<file path="src/rtl/motor_pkg.sv">
// rtl/motor_pkg.sv - shared motor command types and clamp helper
package motor_pkg;

    typedef struct packed {
        logic       dir;
        logic [6:0] mag;
    } motor_cmd_t;

    localparam logic DIR_FWD = 1'b0;
    localparam logic DIR_REV = 1'b1;

    // Keep the direction bit, limit the magnitude to max_mag
    function automatic motor_cmd_t clamp_cmd(input logic [7:0] raw, input logic [6:0] max_mag);
        motor_cmd_t c;
        c.dir = raw[7];
        c.mag = (raw[6:0] > max_mag) ? max_mag : raw[6:0];
        return c;
    endfunction

endpackage

</file>
<file path="src/rtl/motor_ramp.sv">
// rtl/motor_ramp.sv - one slew-limited motor channel with reversal through zero
module motor_ramp
    import motor_pkg::*;
#(
    parameter logic [6:0] STEP = 7'd4
) (
    input  logic       clk,
    input  logic       reset,
    input  logic       tick,
    input  motor_cmd_t tgt,
    output motor_cmd_t cur
);

    logic [7:0] cur_mag;
    logic [7:0] tgt_mag;
    logic [7:0] step_w;
    logic [7:0] diff;
    logic [7:0] toward;
    logic [7:0] to_zero;

    // Step sizes, computed in 8 bits so nothing wraps below 0 or above 127
    always_comb begin
        cur_mag = {1'b0, cur.mag};
        tgt_mag = {1'b0, tgt.mag};
        step_w  = {1'b0, STEP};
        diff    = (tgt_mag > cur_mag) ? (tgt_mag - cur_mag) : (cur_mag - tgt_mag);
        toward  = (diff < step_w) ? diff : step_w;
        to_zero = (cur_mag < step_w) ? cur_mag : step_w;
    end

    // On each tick move one step; a direction change only happens at magnitude 0
    always_ff @(posedge clk or negedge reset) begin
        if (!reset) begin
            cur <= '0;
        end else if (tick) begin
            if (cur.mag == 7'd0) begin
                cur.dir <= tgt.dir;
                cur.mag <= (tgt.mag < STEP) ? tgt.mag : STEP;
            end else if (cur.dir != tgt.dir) begin
                cur.mag <= 7'(cur_mag - to_zero);
            end else if (tgt_mag > cur_mag) begin
                cur.mag <= 7'(cur_mag + toward);
            end else begin
                cur.mag <= 7'(cur_mag - toward);
            end
        end
    end

endmodule

</file>
<file path="src/rtl/motor_cmd_stage.sv">
// rtl/motor_cmd_stage.sv - frame capture, clamp, watchdog and ramp for two motors
module motor_cmd_stage
    import motor_pkg::*;
#(
    parameter logic [15:0] RAMP_DIV   = 16'd59,
    parameter logic [6:0]  STEP       = 7'd4,
    parameter logic [6:0]  MAX_MAG    = 7'd127,
    parameter logic [15:0] WDOG_LIMIT = 16'd5880
) (
    input  logic       clk,
    input  logic       reset,
    input  logic       load,
    input  logic [7:0] motor1_raw,
    input  logic [7:0] motor2_raw,
    output logic [7:0] motor1,
    output logic [7:0] motor2,
    output logic       frame_pulse,
    output logic       cmd_timeout,
    output logic       at_target
);

    logic       load_s1;
    logic       load_s2;
    logic       load_prev;
    logic       capture;
    logic       tick;
    logic       expire;
    logic [15:0] pre_cnt;
    logic [15:0] wdog_cnt;
    motor_cmd_t tgt1;
    motor_cmd_t tgt2;
    motor_cmd_t cur1;
    motor_cmd_t cur2;

    assign capture = load_prev && !load_s2;
    assign tick    = (pre_cnt == RAMP_DIV - 16'd1);
    assign expire  = (wdog_cnt >= WDOG_LIMIT - 16'd1);

    // Bring the MCU load strobe into the clk domain and keep one more stage for edge detect
    always_ff @(posedge clk or negedge reset) begin
        if (!reset) begin
            load_s1   <= 1'b0;
            load_s2   <= 1'b0;
            load_prev <= 1'b0;
        end else begin
            load_s1   <= load;
            load_s2   <= load_s1;
            load_prev <= load_s2;
        end
    end

    // Free-running ramp prescaler
    always_ff @(posedge clk or negedge reset) begin
        if (!reset) begin
            pre_cnt <= '0;
        end else begin
            pre_cnt <= tick ? 16'd0 : pre_cnt + 16'd1;
        end
    end

    // Capture targets at frame end; watchdog zeroes targets on expiry, capture takes priority
    always_ff @(posedge clk or negedge reset) begin
        if (!reset) begin
            tgt1        <= '0;
            tgt2        <= '0;
            wdog_cnt    <= '0;
            frame_pulse <= 1'b0;
            cmd_timeout <= 1'b1;
        end else begin
            frame_pulse <= capture;
            if (capture) begin
                tgt1        <= clamp_cmd(motor1_raw, MAX_MAG);
                tgt2        <= clamp_cmd(motor2_raw, MAX_MAG);
                wdog_cnt    <= '0;
                cmd_timeout <= 1'b0;
            end else if (expire) begin
                tgt1        <= '0;
                tgt2        <= '0;
                wdog_cnt    <= WDOG_LIMIT;
                cmd_timeout <= 1'b1;
            end else begin
                wdog_cnt    <= wdog_cnt + 16'd1;
            end
        end
    end

    motor_ramp #(.STEP(STEP)) u_ramp1 (
        .clk   (clk),
        .reset (reset),
        .tick  (tick),
        .tgt   (tgt1),
        .cur   (cur1)
    );

    motor_ramp #(.STEP(STEP)) u_ramp2 (
        .clk   (clk),
        .reset (reset),
        .tick  (tick),
        .tgt   (tgt2),
        .cur   (cur2)
    );

    assign motor1    = cur1;
    assign motor2    = cur2;
    assign at_target = (cur1 == tgt1) && (cur2 == tgt2);

endmodule
</file>
<file path="config.mk">
export PLATFORM = sky130hd
export DESIGN_NAME = motor_cmd_stage
export DESIGN_NICKNAME = d
export VERILOG_FILES = /design/src/rtl/motor_pkg.sv /design/src/rtl/motor_ramp.sv /design/src/rtl/motor_cmd_stage.sv
export SDC_FILE = /design/constraint.sdc
export NUM_CORES = 1
export LEC_CHECK = 0
export ABC_AREA = 1
export CAP_MARGIN = 40
export CELL_PAD_IN_SITES_DETAIL_PLACEMENT = 0
export CELL_PAD_IN_SITES_GLOBAL_PLACEMENT = 1
export CORE_ASPECT_RATIO = 0.75
export CORE_MARGIN = 10
export CORE_UTILIZATION = 47
export DETAILED_ROUTE_END_ITERATION = 7
export PLACE_DENSITY = 0.94
export SYNTH_ARGS = -nofsm -noshare
export SYNTH_HDL_FRONTEND = slang
export SYNTH_SLANG_ARGS = --single-unit
</file>
<file path="constraint.sdc">
create_clock -name clk -period 8.8 [get_ports clk]
set_input_delay 1.32 -clock clk [delete_from_list [all_inputs] [get_ports clk]]
set_output_delay 1.32 -clock clk [all_outputs]
set_load 0.02 [all_outputs]
</file>
# After elaboration in Yosys (flattened, before gate mapping)
# Cells that the tools add are included.
[op_classes]
n_reduce_logical = 8
add_sub_neg = 12
muxes = 24
eq_ne = 5
order_cmp = 11
[op_table]
columns = ["op", "count"]
rows = [
  ["2-to-1 mux 7 bit", 14],
  ["2-to-1 mux 16 bit", 3],
  ["2-to-1 mux 8 bit", 5],
  ["adder 16 x 1 -> 16 bit (second input constant)", 2],
  ["subtractor 7 x 7 -> 8 bit", 4],
  ["less-than comparator 7 x 3 -> 1 bit (second input constant)", 4],
  ["subtractor 7 bit", 4],
  ["equality test 16 x 6 -> 1 bit (second input constant)", 1],
  ["equality test 8 bit", 2],
  [">= comparator 16 x 13 -> 1 bit (second input constant)", 1],
  ["less-than comparator 8 x 3 -> 1 bit (second input constant)", 2],
  ["adder 7 bit", 2],
  ["greater-than comparator 7 bit", 2],
  ["greater-than comparator 7 bit (second input constant)", 2],
  ["zero test 7 bit", 2],
  ["AND reduction 2 bit", 2],
  ["logical AND 1 bit", 2],
  ["2-to-1 mux 1 bit", 2],
  ["inequality test 1 bit", 2],
  ["nonzero test 2 bit", 1],
  ["zero test 1 bit", 1],
]
[totals]
ff_bits = 69
wordCells = 75
input_bits = 19
output_inout_bits = 19

# Depth between registers and ports, before layout
[depth]
depth_word = 8
mapped_depth = 34
mapped_depth_nobuf = 34

# Cells and area by module
# A second synthesis with hierarchy kept.
[hier_totals]
cells_unflattened = 844
area_unflattened_um2 = 5931.9
[modules_own_cells]
columns = ["mod", "cells_per_inst", "area_per_inst_um2", "n_inst", "seq_area_each_um2"]
rows = [
  ["motor_cmd_stage", 354, 2802.7, 1, 1327.5],
  ["motor_ramp (u_ramp2)", 247, 1587.8, 1, 200.2],
  ["motor_ramp (u_ramp1)", 243, 1541.5, 1, 200.2],
]

# Least setup slack after synthesis
# No wires, ideal clock.
[synth_path]
path_type = "register -> register"
start = "register u_ramp2.cur[1] in the netlist's numbering"
end = "register u_ramp2.cur[6] in the netlist's numbering"
path_slack_ns = 4.588
path_buffers = 1
path_stages_with_launch = 27
arrival_ns = 4.095
period_less_slack_ns = 4.212
t_required_ns = 8.682
setup_ns = 0.118
cell_sequence = "dfrtp_1 -> inv_1 -> fa_1 -> nand3_1 -> nand3_1 -> nand2_1 -> nand2_2 -> nand2_4 -> buf_6 -> nand2_2 -> a21oi_2 -> nand2_2 -> or2_4 -> ha_1 -> o21ai_0 -> inv_1 -> nand2_1 -> o21ai_2 -> fa_1 -> o21ai_0 -> nand2_1 -> nand2_1 -> a21oi_1 -> xor2_1 -> nand4_1 -> nand3_1 -> nand2_1"
[synth_between]
elab_chain_len = 8
[synth_lines]
columns = ["item", "line_no", "text"]
rows = [
  ["start, declared", "motor_ramp.sv:11", "output motor_cmd_t cur"],
  ["subtractor 7 x 7 -> 8 bit or greater-than comparator 7 bit (tied branches)", "motor_ramp.sv:26, motor_ramp.sv:41", ""],
  ["2-to-1 mux 8 bit", "motor_ramp.sv:26", "diff = (tgt_mag > cur_mag) ? (tgt_mag - cur_mag) : (cur_mag - tgt_mag);"],
  ["less-than comparator 8 x 3 -> 1 bit", "motor_ramp.sv:27", "toward = (diff < step_w) ? diff : step_w;"],
  ["2-to-1 mux 7 bit", "motor_ramp.sv:27", ""],
  ["subtractor 7 bit or adder 7 bit (tied branches)", "motor_ramp.sv:44, motor_ramp.sv:42", ""],
  ["2-to-1 mux 7 bit", "motor_ramp.sv:41", "end else if (tgt_mag > cur_mag) begin"],
  ["2-to-1 mux 7 bit", "motor_ramp.sv:39", "end else if (cur.dir != tgt.dir) begin"],
  ["2-to-1 mux 7 bit *", "motor_ramp.sv:36", "if (cur.mag == 7'd0) begin"],
]
# Mark *: on every way between the ends. The rest lies on a longest branch, timed or not.
# A chain may end at the register's enable or synchronous reset.

# Final worst setup path
[layout_path]
start = "register u_ramp2.cur[4] in the netlist's numbering"
end = "register u_ramp2.cur[6] in the netlist's numbering"
# Same word-level chain as after synthesis.

==> results_dict.tcl <==
set metrics [dict create \
    drc 0 \
    crit_path_frequent_cell "nand2_1" \
    whs_path_depth 0 \
    design.die.area_um2 16000 \
    drive_above_1_share_pct 7.17 \
    globalRouteOverflowTotal 0 \
    start_kind "flip-flop" \
    die_x_um 143 \
    setup-tns-final_ns 0 \
    grt_pass1_vias 4545 \
    wl_per_cell_um 14.5 \
    cts_root_buffer "clkbuf_16" \
    crit_fanout 13 \
    r2r_setup_slack_ns 4.20 \
    cp_data_arrival_time_ns 4.83 \
    skew_ns 0.00766 \
    ir_drop_uv 112 \
    crit_path_start "u_ramp2.cur[4]" \
    numCtsBuffers 9 \
    yosysTopAreaCellShare_pct 32.1 \
    cap_violations 0 \
    synthArstFlopShare_pct 100 \
    crit_slowest_cell "dfrtp_1" \
    seq_area_um2 1730 \
    first_pass_iters 6 \
    synth_edf_count 0 \
    ys_types 49 \
    hold_start "load_s1" \
    hold_path_end "load_s2" \
    synth_area_per_cell_um2 7.27 \
    synth_cells 730 \
    rr_worst_depth 26 \
    drtIter0Drc 349 \
    nNetsFinal 846 \
    max_freq_mhz 217 \
    antenna_found_initial 0 \
    n_antenna_cell 0 \
    path_clk_slew_ns 0.06 \
    cts_max_level 3 \
    yosys-top-cells-count "nand2_1, inv_1, dfrtp_1" \
    syn_to_final_growth_pct 15.9 \
    setup_viol 0 \
    cts_setup_buffers 0 \
    antenna_left 0 \
    chipHeight_um 112 \
    tightest_slew_ns 0.722 \
    hp-class "reg2reg" \
    hold_viol 0 \
    synth_adder_area_share_pct 12.9 \
    gp_congestion 0.984 \
    coreArea_um2 11000 \
    power_density_nw_per_um2 142 \
    post-route-period-util_pct 52.3 \
    hpwl_mm 10.5 \
    cp_slowest_stage_delay_ns 0.44 \
    endpoint_kind "flip-flop" \
    synth_top_family_by_area "simple AND/OR/NAND/NOR gates" \
    holdBufCountCts 0 \
    vias_per_cell 5.22 \
    cts_resized 0 \
    synth_top_flop_cell "dfrtp_1" \
    groute.usage.overall_pct 17.0 \
    yosysMostFrequentCell "nand2_1" \
    synth-xor-area-share_pct 3.80 \
    initial_utilization_pct 48.3 \
    relSlewSlack_pct 51.5 \
    reg2reg_to "u_ramp2.cur[6]" \
    port_buffers 37 \
    yosys_register_bits 69 \
    r2r-start "u_ramp2.cur[4]" \
    yosys.area.top_type "dfrtp_1" \
    ys_warn_count 0 \
    vias 4807 \
    synthSimpleGateAreaFrac_pct 29.9 \
    p_leak_nw 3.18 \
    ys_seq_area_share_pct 32.6 \
    grt_pass1_wl_mm 22.6 \
    fin_total_pwr_mw 0.874 \
    cts_tree "done" \
    synth_area_um2 5310 \
    fin_crit_ns 4.60 \
    fillers 1036 \
    grt_max_degree 40 \
    crit_required_ns 9.02 \
    crit_type "reg2reg" \
    multi_input_area_um2 3030 \
    placementRows 33 \
    ys_top_cells_by_area "dfrtp_1, nand2_1, ha_1" \
    rsz0062_at_grt "false" \
    cts_sinks 69 \
    status "completed" \
    clockBufferDepth 2 \
    clk_latency_ns 0.33 \
    drv_slew 0 \
    synthMuxAreaShare_pct 0.425 \
    io-pin-count 38 \
    synth_compound_area_share_pct 9.76 \
    wirelength_mm 13.4 \
]
-- layout make-up --
type	count	share of cell area [%]
well taps	140	2.85
clock buffers	9	3.66
flip-flops and latches	69	28.1
clock inverters	7	1.32
multi-input cells	520	49.2
inverters	135	8.24
repair buffers	41	6.59
-- power by group --
part	switching, mW	internal [mW]
Combinational	0.110	0.0625
Sequential	0.00607	0.325
Clock	0.146	0.223
Total	0.263	0.611
-- per-layer routing --
layer / global-route usage, % / up-vias / part of all wire [%]
met4: 2.95 / 0 / 0.67
met1: 25.3 / 2248 / 51
met5: 0 / - / 0
li1: - / 2433 / -
met2: 24.4 / 114 / 42
met3: 4.42 / 12 / 6.2
-- layout by cell type (no fill, tap or decap), types with 4 or more instances in the layout --
cell,Yosys,routed
dfrtp_1,68,68
inv_2,5,5
nor2_1,66,65
ha_1,45,45
fa_1,6,6
nor4_1,5,5
nor3_1,10,10
nand3_2,4,4
o221ai_1,5,5
xor2_1,16,16
o22ai_1,4,4
nand2_1,176,176
inv_1,130,130
nand3_1,47,47
clkdlybuf4s50_1,0,36
o21ai_0,39,39
nand4_1,22,22
nand2_2,8,8
clkbuf_16,0,9
a21oi_1,24,24
xnor2_1,7,7
-- stage by stage --
step | area [um^2] | cells | utilization (%) | worst slack [ns] | hold slack, ns
after global placement | 5820 | 903 | 53.0 | 4.30 | 0.335
after global routing | 6150 | 921 | 56.0 | 3.81 | 0.372
after CTS | 6140 | 920 | 55.9 | 4.25 | 0.368
final | 6150 | 921 | 56.0 | 4.20 | 0.361
after detailed placement | 5840 | 904 | 53.1 | 4.28 | 0.354
after floorplan | 5310 | 732 | - | 4.59 | 0.331
-- flip-flops by register name (all words and copies together), names as in the netlist --
register	flops
tgt2	8
load_s2	1
pre_cnt	16
frame_pulse	1
wdog_cnt	16
tgt1	8
u_ramp1.cur	8
load_s1	1
cmd_timeout	1
load_prev	1
u_ramp2.cur	8
-- critical path, delay by kind of cell, from the launching register on --
kind            cells  cell delay, ns
buf+inv             3            0.30
xor+xnor            1            0.18
compound gates      4            0.60
flops               1            0.44
fa+ha+maj           3            1.12
simple gates       15            1.82
-- kinds of logic after synthesis --
kind of cell             Yosys count
adder cells (fa/ha/maj)           51
flip-flops                        69
AND/OR/NAND/NOR                  352
XOR/XNOR                          23
buffers and inverters            143
multiplexers                       2
other                              1
AO/OA/AOI/OAI                     89
-- worst max-delay path by stage --
stage	end	slack, ns	cells past startpoint
2_1_floorplan	u_ramp2.cur[6]	4.59	26
3_3_place_gp	u_ramp2.cur[6]	4.30	26
3_5_place_dp	u_ramp2.cur[6]	4.28	26
4_1_cts	u_ramp2.cur[6]	4.25	26
5_1_grt	u_ramp2.cur[6]	3.81	26
6_report	u_ramp2.cur[6]	4.20	26
Power figures use the tool's default switching activity.
